**src/rtl/spram_arb_if.sv**
```systemverilog
// Two-requester request/response bundle for the single-port RAM arbiter.
// Master drives the requests; slave returns Ready and one-cycle-latency read data.
interface spram_arb_if #(
  parameter int DW = 32,
  parameter int AW = 9
) ();
  logic          R0_Valid;
  logic          R0_Ready;
  logic          R0_We;
  logic [AW-1:0] R0_Addr;
  logic [DW-1:0] R0_Wdata;
  logic          R0_RspValid;
  logic [DW-1:0] R0_RspData;

  logic          R1_Valid;
  logic          R1_Ready;
  logic          R1_We;
  logic [AW-1:0] R1_Addr;
  logic [DW-1:0] R1_Wdata;
  logic          R1_RspValid;
  logic [DW-1:0] R1_RspData;

  modport master (
    output R0_Valid, R0_We, R0_Addr, R0_Wdata,
    output R1_Valid, R1_We, R1_Addr, R1_Wdata,
    input  R0_Ready, R0_RspValid, R0_RspData,
    input  R1_Ready, R1_RspValid, R1_RspData
  );

  modport slave (
    input  R0_Valid, R0_We, R0_Addr, R0_Wdata,
    input  R1_Valid, R1_We, R1_Addr, R1_Wdata,
    output R0_Ready, R0_RspValid, R0_RspData,
    output R1_Ready, R1_RspValid, R1_RspData
  );
endinterface

```
**src/rtl/spram_arb.sv**
```systemverilog
// Clears a single-port RAM after reset, then round-robin arbitrates two requesters onto it.
// Grant is combinational (Ready = grant); read response one cycle after transfer; no Ready until clear completes.
module spram_arb #(
  parameter int DW        = 32,
  parameter int AW        = 9,
  parameter int RAM_DEPTH = 1 << AW
) (
  input  logic          Clk,
  input  logic          Rst_n,
  output logic          Init_Done,
  spram_arb_if.slave    bus,
  output logic          Csb0,
  output logic          Web0,
  output logic [AW-1:0] ADDR0,
  output logic [DW-1:0] DIN0,
  input  logic [DW-1:0] DOUT0
);

  typedef enum logic [1:0] {BOOT, INIT, RUN} state_t;

  localparam logic [AW-1:0] LAST_ADDR = AW'(RAM_DEPTH - 1);

  state_t        state_q, state_d;
  logic [AW-1:0] cnt_q, cnt_d;
  logic          done_q, done_d;
  logic          last_q, last_d;
  logic          rsp0_q, rsp0_d;
  logic          rsp1_q, rsp1_d;
  logic          gnt0, gnt1;

  always_ff @(posedge Clk or negedge Rst_n) begin
    if (!Rst_n) begin
      state_q <= BOOT;
      cnt_q   <= '0;
      done_q  <= 1'b0;
      last_q  <= 1'b1;
      rsp0_q  <= 1'b0;
      rsp1_q  <= 1'b0;
    end else begin
      state_q <= state_d;
      cnt_q   <= cnt_d;
      done_q  <= done_d;
      last_q  <= last_d;
      rsp0_q  <= rsp0_d;
      rsp1_q  <= rsp1_d;
    end
  end

  always_comb begin
    state_d = state_q;
    cnt_d   = cnt_q;
    done_d  = done_q;
    last_d  = last_q;
    gnt0    = 1'b0;
    gnt1    = 1'b0;
    Csb0    = 1'b1;
    Web0    = 1'b1;
    ADDR0   = '0;
    DIN0    = '0;

    case (state_q)
      BOOT: begin
        state_d = INIT;
        cnt_d   = '0;
      end
      INIT: begin
        Csb0  = 1'b0;
        Web0  = 1'b0;
        ADDR0 = cnt_q;
        cnt_d = cnt_q + 1'b1;
        if (cnt_q == LAST_ADDR) begin
          state_d = RUN;
          done_d  = 1'b1;
        end
      end
      RUN: begin
        // On a tie the requester that did not win last time gets the slot.
        gnt0 = bus.R0_Valid & (~bus.R1_Valid | last_q);
        gnt1 = bus.R1_Valid & ~gnt0;
        if (gnt0) begin
          Csb0   = 1'b0;
          Web0   = ~bus.R0_We;
          ADDR0  = bus.R0_Addr;
          DIN0   = bus.R0_Wdata;
          last_d = 1'b0;
        end else if (gnt1) begin
          Csb0   = 1'b0;
          Web0   = ~bus.R1_We;
          ADDR0  = bus.R1_Addr;
          DIN0   = bus.R1_Wdata;
          last_d = 1'b1;
        end
      end
      default: state_d = BOOT;
    endcase

    rsp0_d = gnt0 & ~bus.R0_We;
    rsp1_d = gnt1 & ~bus.R1_We;
  end

  assign Init_Done       = done_q;
  assign bus.R0_Ready    = gnt0;
  assign bus.R1_Ready    = gnt1;
  assign bus.R0_RspValid = rsp0_q;
  assign bus.R1_RspValid = rsp1_q;
  assign bus.R0_RspData  = DOUT0;
  assign bus.R1_RspData  = DOUT0;

endmodule

```
**src/flat_wrapper.sv**
```systemverilog
// flat-port wrapper written by rule: the top's interface ports become plain ports
module spram_arb_flat 
#(
  parameter int DW        = 32,
  parameter int AW        = 9,
  parameter int RAM_DEPTH = 1 << AW
)
  (Clk, Rst_n, Init_Done, Csb0, Web0, ADDR0, DIN0, DOUT0, bus_R0_Valid, bus_R0_We, bus_R0_Addr, bus_R0_Wdata, bus_R1_Valid, bus_R1_We, bus_R1_Addr, bus_R1_Wdata, bus_R0_Ready, bus_R0_RspValid, bus_R0_RspData, bus_R1_Ready, bus_R1_RspValid, bus_R1_RspData);
  spram_arb_if #(.DW(DW), .AW(AW)) bus_i ();
  input  logic Clk;
  input  logic Rst_n;
  output logic Init_Done;
  output logic Csb0;
  output logic Web0;
  output logic [AW-1:0] ADDR0;
  output logic [DW-1:0] DIN0;
  input  logic [DW-1:0] DOUT0;
  input wire logic [$bits(bus_i.R0_Valid)-1:0] bus_R0_Valid;
  input wire logic [$bits(bus_i.R0_We)-1:0] bus_R0_We;
  input wire logic [$bits(bus_i.R0_Addr)-1:0] bus_R0_Addr;
  input wire logic [$bits(bus_i.R0_Wdata)-1:0] bus_R0_Wdata;
  input wire logic [$bits(bus_i.R1_Valid)-1:0] bus_R1_Valid;
  input wire logic [$bits(bus_i.R1_We)-1:0] bus_R1_We;
  input wire logic [$bits(bus_i.R1_Addr)-1:0] bus_R1_Addr;
  input wire logic [$bits(bus_i.R1_Wdata)-1:0] bus_R1_Wdata;
  output wire logic [$bits(bus_i.R0_Ready)-1:0] bus_R0_Ready;
  output wire logic [$bits(bus_i.R0_RspValid)-1:0] bus_R0_RspValid;
  output wire logic [$bits(bus_i.R0_RspData)-1:0] bus_R0_RspData;
  output wire logic [$bits(bus_i.R1_Ready)-1:0] bus_R1_Ready;
  output wire logic [$bits(bus_i.R1_RspValid)-1:0] bus_R1_RspValid;
  output wire logic [$bits(bus_i.R1_RspData)-1:0] bus_R1_RspData;
  assign bus_i.R0_Valid = bus_R0_Valid;
  assign bus_i.R0_We = bus_R0_We;
  assign bus_i.R0_Addr = bus_R0_Addr;
  assign bus_i.R0_Wdata = bus_R0_Wdata;
  assign bus_i.R1_Valid = bus_R1_Valid;
  assign bus_i.R1_We = bus_R1_We;
  assign bus_i.R1_Addr = bus_R1_Addr;
  assign bus_i.R1_Wdata = bus_R1_Wdata;
  assign bus_R0_Ready = bus_i.R0_Ready;
  assign bus_R0_RspValid = bus_i.R0_RspValid;
  assign bus_R0_RspData = bus_i.R0_RspData;
  assign bus_R1_Ready = bus_i.R1_Ready;
  assign bus_R1_RspValid = bus_i.R1_RspValid;
  assign bus_R1_RspData = bus_i.R1_RspData;
  spram_arb #(.DW(DW), .AW(AW), .RAM_DEPTH(RAM_DEPTH)) u_core (.Clk(Clk), .Rst_n(Rst_n), .Init_Done(Init_Done), .bus(bus_i), .Csb0(Csb0), .Web0(Web0), .ADDR0(ADDR0), .DIN0(DIN0), .DOUT0(DOUT0));
endmodule
```
**config.mk**
```make
export PLATFORM = sky130hd
export DESIGN_NAME = spram_arb_flat
export DESIGN_NICKNAME = d
export VERILOG_FILES = /design/src/rtl/spram_arb_if.sv /design/src/rtl/spram_arb.sv /design/src/flat_wrapper.sv
export SDC_FILE = /design/constraint.sdc
export NUM_CORES = 1
export LEC_CHECK = 0
export CAP_MARGIN = 20
export CORE_ASPECT_RATIO = 1.1
export CORE_MARGIN = 5
export CORE_UTILIZATION = 27
export DETAILED_ROUTE_END_ITERATION = 7
export PLACE_DENSITY = 0.94
export SKIP_CTS_REPAIR_TIMING = 1
export SLEW_MARGIN = 10
export SYNTH_ARGS = -nofsm -noshare
export SYNTH_HDL_FRONTEND = slang
export SYNTH_SLANG_ARGS = --single-unit
```
**constraint.sdc**
```tcl
create_clock -name Clk -period 2.2 [get_ports Clk]
set_input_delay 0.33 -clock Clk [delete_from_list [all_inputs] [get_ports Clk]]
set_output_delay 0.33 -clock Clk [all_outputs]
set_load 0.005 [all_outputs]
```
==> key figures, run 1 <==
GRT
  • Largest net degree at the start of global routing: 26
  • Initial antenna violation count: 0
  • Global route overflow: 0
  • GRT Overall Usage: 14.4%
  • Vias in the first global route: 2,042
  • First-pass GRT wire length: 10,100 um

Setup path
  • R2R Setup Slk: 260 ps
  • Cell depth of the worst flop-to-flop path: 7
  • CP Buf/Inv Count: 4
  • CP peak stage delay: 520 ps
  • Family with the most delay on the worst path: buffers and inverters
  • Crit path required time: 1870 ps
  • CP Max Fanout: 24
  • CP max stage cell: clkdlybuf4s50_1
  • CP cell instances: buf_4 > inv_2 > ha_4 > buf_12 > a32oi_1 > a21boi_1 > clkdlybuf4s50_1
  • Setup CP Type: flop to primary output
  • Cell depth of the worst setup path: 7
  • Worst setup SP type: flop
  • Critical path arrival: 1980 ps
  • Setup crit end kind: primary output

Finish
  • Multi-input logic area: 937 um2
  • Nets: 436
  • # fillers: 599
  • Antenna Diode Count: 0
  • Register area: 377 um2
  • Layout cell share with drive strength beyond 1: 19.8%
  • Syn-to-layout area delta: 71.9%

Clocking
  • Clk buf depth: 2
  • Num CTS Buffers: 3
  • Reg clk slew, reported paths: 60 ps
  • CTS Sinks: 15
  • Root buf cell: clkbuf_8
  • CTS tree: yes
  • Skew-Pair Late Insertion Delay: 250 ps
  • # H-tree levels: 1

Routing
  • Average vias per placed instance: 4.99
  • DRC: 0
  • DR iter-0 viols: 38
  • WL per Instance: 18.4 um
  • DRT Pass-1 Iters: 6
  • Vias post-DR: 1,946
  • Routed WL: 7180 um
  • Antenna Nets Post-Route: 0

Power
  • PwrDens: 212 nW/um2
  • Combinational Power Share: 26.3%
  • Sw power: 0.000136 W
  • Sw Ratio: 20.1%
  • Total power: 0.000679 W
  • P_int: 0.000542 W
  • Max rail drop VDD: 0.000259 V
  • Clock share of power: 33.1%
  • Seq pwr share: 40.7%
  • Static Leak: 1.89 nW

Timing
  • Final hold vios: 0
  • Fin crit share: 105%
  • Min cycle time layout: 2310 ps
  • WHS: 469 ps
  • Pins Over Slew Limit: 0
  • Slew @ Worst Pin: 718 ps
  • Setup-failing EPs final: 2
  • Clock skew: 9.96 ps
  • Max Freq: 0.434 GHz
  • Setup ws final: -106 ps
  • Relative slew slack: 52.0%
  • RSZ-0062 raised after global routing: true

Synthesis
  • Post-synthesis instance area: 1860 um2
  • Distinct cell type count after synthesis: 34
  • Cells after Synth: 213
  • Register area share after synthesis: 20.2%
  • Syn avg cell area: 8.75 um2
  • Post-Syn Nets: 340
  • YS warnings: 0
  • FF+latch count, synth: 15

Floorplanning
  • Number of I/O pins: 232
  • DIE AREA: 8670 um2
  • Die span in y: 97.2 um
  • Die Wd: 89.2 um
  • FP Rows: 31
  • Area of the core: 6670 um2
  • Starting density of the core: 27.9%

Placed design
  • Pre-CTS setup slack: -269 ps
  • GPL Wtd Cong: 0.902
  • PortBufs: 135
  • Dpl hpwl: 5570 um

Min path
  • Worst Hold Depth: 1
  • HP Class: flop to flop

Outcome
  • Status: complete, but fails checks
  • Failing checks: negative setup slack

Flow run
  • Max-cap check violation count: 0
[power by group through the flow]
stage,logic (W),clock network (W),registers (W)
after CTS,0.000179,0.000231,0.000276
after detailed placement,0.000177,0,0.000281
after global placement,0.000175,0,0.000281
after floorplan,0.000100,0,0.000281
final,0.000178,0.000224,0.000276
after global routing,0.000188,0.000243,0.000276
[layer usage]
metal	track usage (%)	up-vias	part of all wire (%)
li1	-	910	-
met1	14.9	883	33
met2	25.9	112	50
met4	6.99	0	4.3
met3	3.90	41	12
met5	0	-	0
[final cells by class]
cell class              count  share of cell area, %
clock buffers               3                   1.29
flip-flops and latches     15                   11.7
multi-input cells         116                   29.2
repair buffers            169                   53.9
inverters                   4                  0.468
clock inverters             1                  0.156
well taps                  82                   3.20
[cell usage after synthesis]
| master | n | area share (%) |
|---|---|---|
| and2_4 | 1 | 0.47 |
| buf_6 | 4 | 2.4 |
| a21boi_0 | 9 | 3.6 |
| dfstp_2 | 1 | 1.4 |
| or2_2 | 1 | 0.34 |
| nor3_1 | 1 | 0.27 |
| clkbuf_1 | 3 | 0.60 |
| nand2b_4 | 1 | 0.74 |
| nand2b_1 | 1 | 0.34 |
| inv_1 | 4 | 0.81 |
| buf_4 | 66 | 27 |
| nor2_1 | 1 | 0.20 |
| and4_1 | 1 | 0.47 |
| a21o_1 | 1 | 0.40 |
| xnor2_1 | 2 | 0.94 |
| mux2_2 | 3 | 1.8 |
| a222oi_1 | 1 | 0.54 |
| ha_1 | 7 | 4.7 |
| a21oi_1 | 1 | 0.27 |
| and3_1 | 1 | 0.34 |
| nand3_1 | 12 | 3.2 |
| a22o_1 | 35 | 16 |
| o22a_1 | 1 | 0.47 |
| dfrtp_1 | 14 | 19 |
| o21ai_0 | 6 | 1.6 |
| and2_1 | 3 | 1.0 |
| nor2b_1 | 3 | 1.0 |
| a31oi_1 | 4 | 1.3 |
| buf_2 | 6 | 1.6 |
| or3_1 | 1 | 0.34 |
| a41oi_1 | 2 | 0.94 |
| nand2_1 | 6 | 1.2 |
| a21bo_2 | 1 | 0.54 |
| a32oi_1 | 9 | 4.2 |
[metrics by stage]
stage / cell area (um2) / TNS [ps] / cells / util, %
final: 3210 / -209 / 390 / 48.0
after global routing: 3210 / -487 / 390 / 48.0
after CTS: 3040 / -13960 / 384 / 45.5
after detailed placement: 2990 / -8210 / 380 / 44.8
after global placement: 2990 / -6640 / 380 / 44.8
after floorplan: 1860 / 0 / 213 / -
[flip-flops by register name, indices dropped and copies added, names as in the netlist]
register	flops
u_core.state_q	2
u_core.bus.R0_RspValid	1
u_core.cnt_q	9
u_core.Init_Done	1
u_core.last_q	1
u_core.bus.R1_RspValid	1
[cell usage in the layout (no fill, tap or decap), types with 2 or more instances in the layout]
master           instances
a21boi_1                 6
buf_12                   5
a31oi_1                  4
nand2_1                  6
buf_4                   28
ha_1                     5
nor2b_1                  3
dfrtp_1                 14
ha_4                     2
a32oi_1                  8
a22o_1                  35
a21boi_0                 3
a41oi_1                  2
clkbuf_2                 7
mux2_2                   3
nand3_1                 12
and2_4                   4
clkdlybuf4s50_1         92
o21ai_0                  6
clkbuf_8                 3
inv_1                    2
xnor2_1                  2
dlymetal6s2s_1          36
inv_2                    2
[logic make-up after synthesis]
group | share of synthesized area (%)
buffers and inverters | 32.0
AOI/OAI and AO/OA | 30.4
and+or+nand+nor | 9.93
DFF | 20.2
adders and majority gates | 4.70
muxes | 1.81
xor gates and xnor gates | 0.940
[path summary, 6_finish.rpt]
path                                          end               from
worst min-delay path             u_core.Init_Done   u_core.Init_Done
worst max-delay path                     ADDR0[2]  u_core.state_q[1]
min in group asynchronous         u_core.cnt_q[1]              Rst_n
max in group asynchronous         u_core.cnt_q[8]              Rst_n
worst max register to register  u_core.state_q[1]    u_core.cnt_q[0]
worst min register to register   u_core.Init_Done   u_core.Init_Done
(Power assumes the default switching activity.)
==> run 2, diff against run 1 <==
- CAP_MARGIN: 20 -> 15
==> results of run 2 <==
Final layout, timing and power as in run 1 (identical DEF).
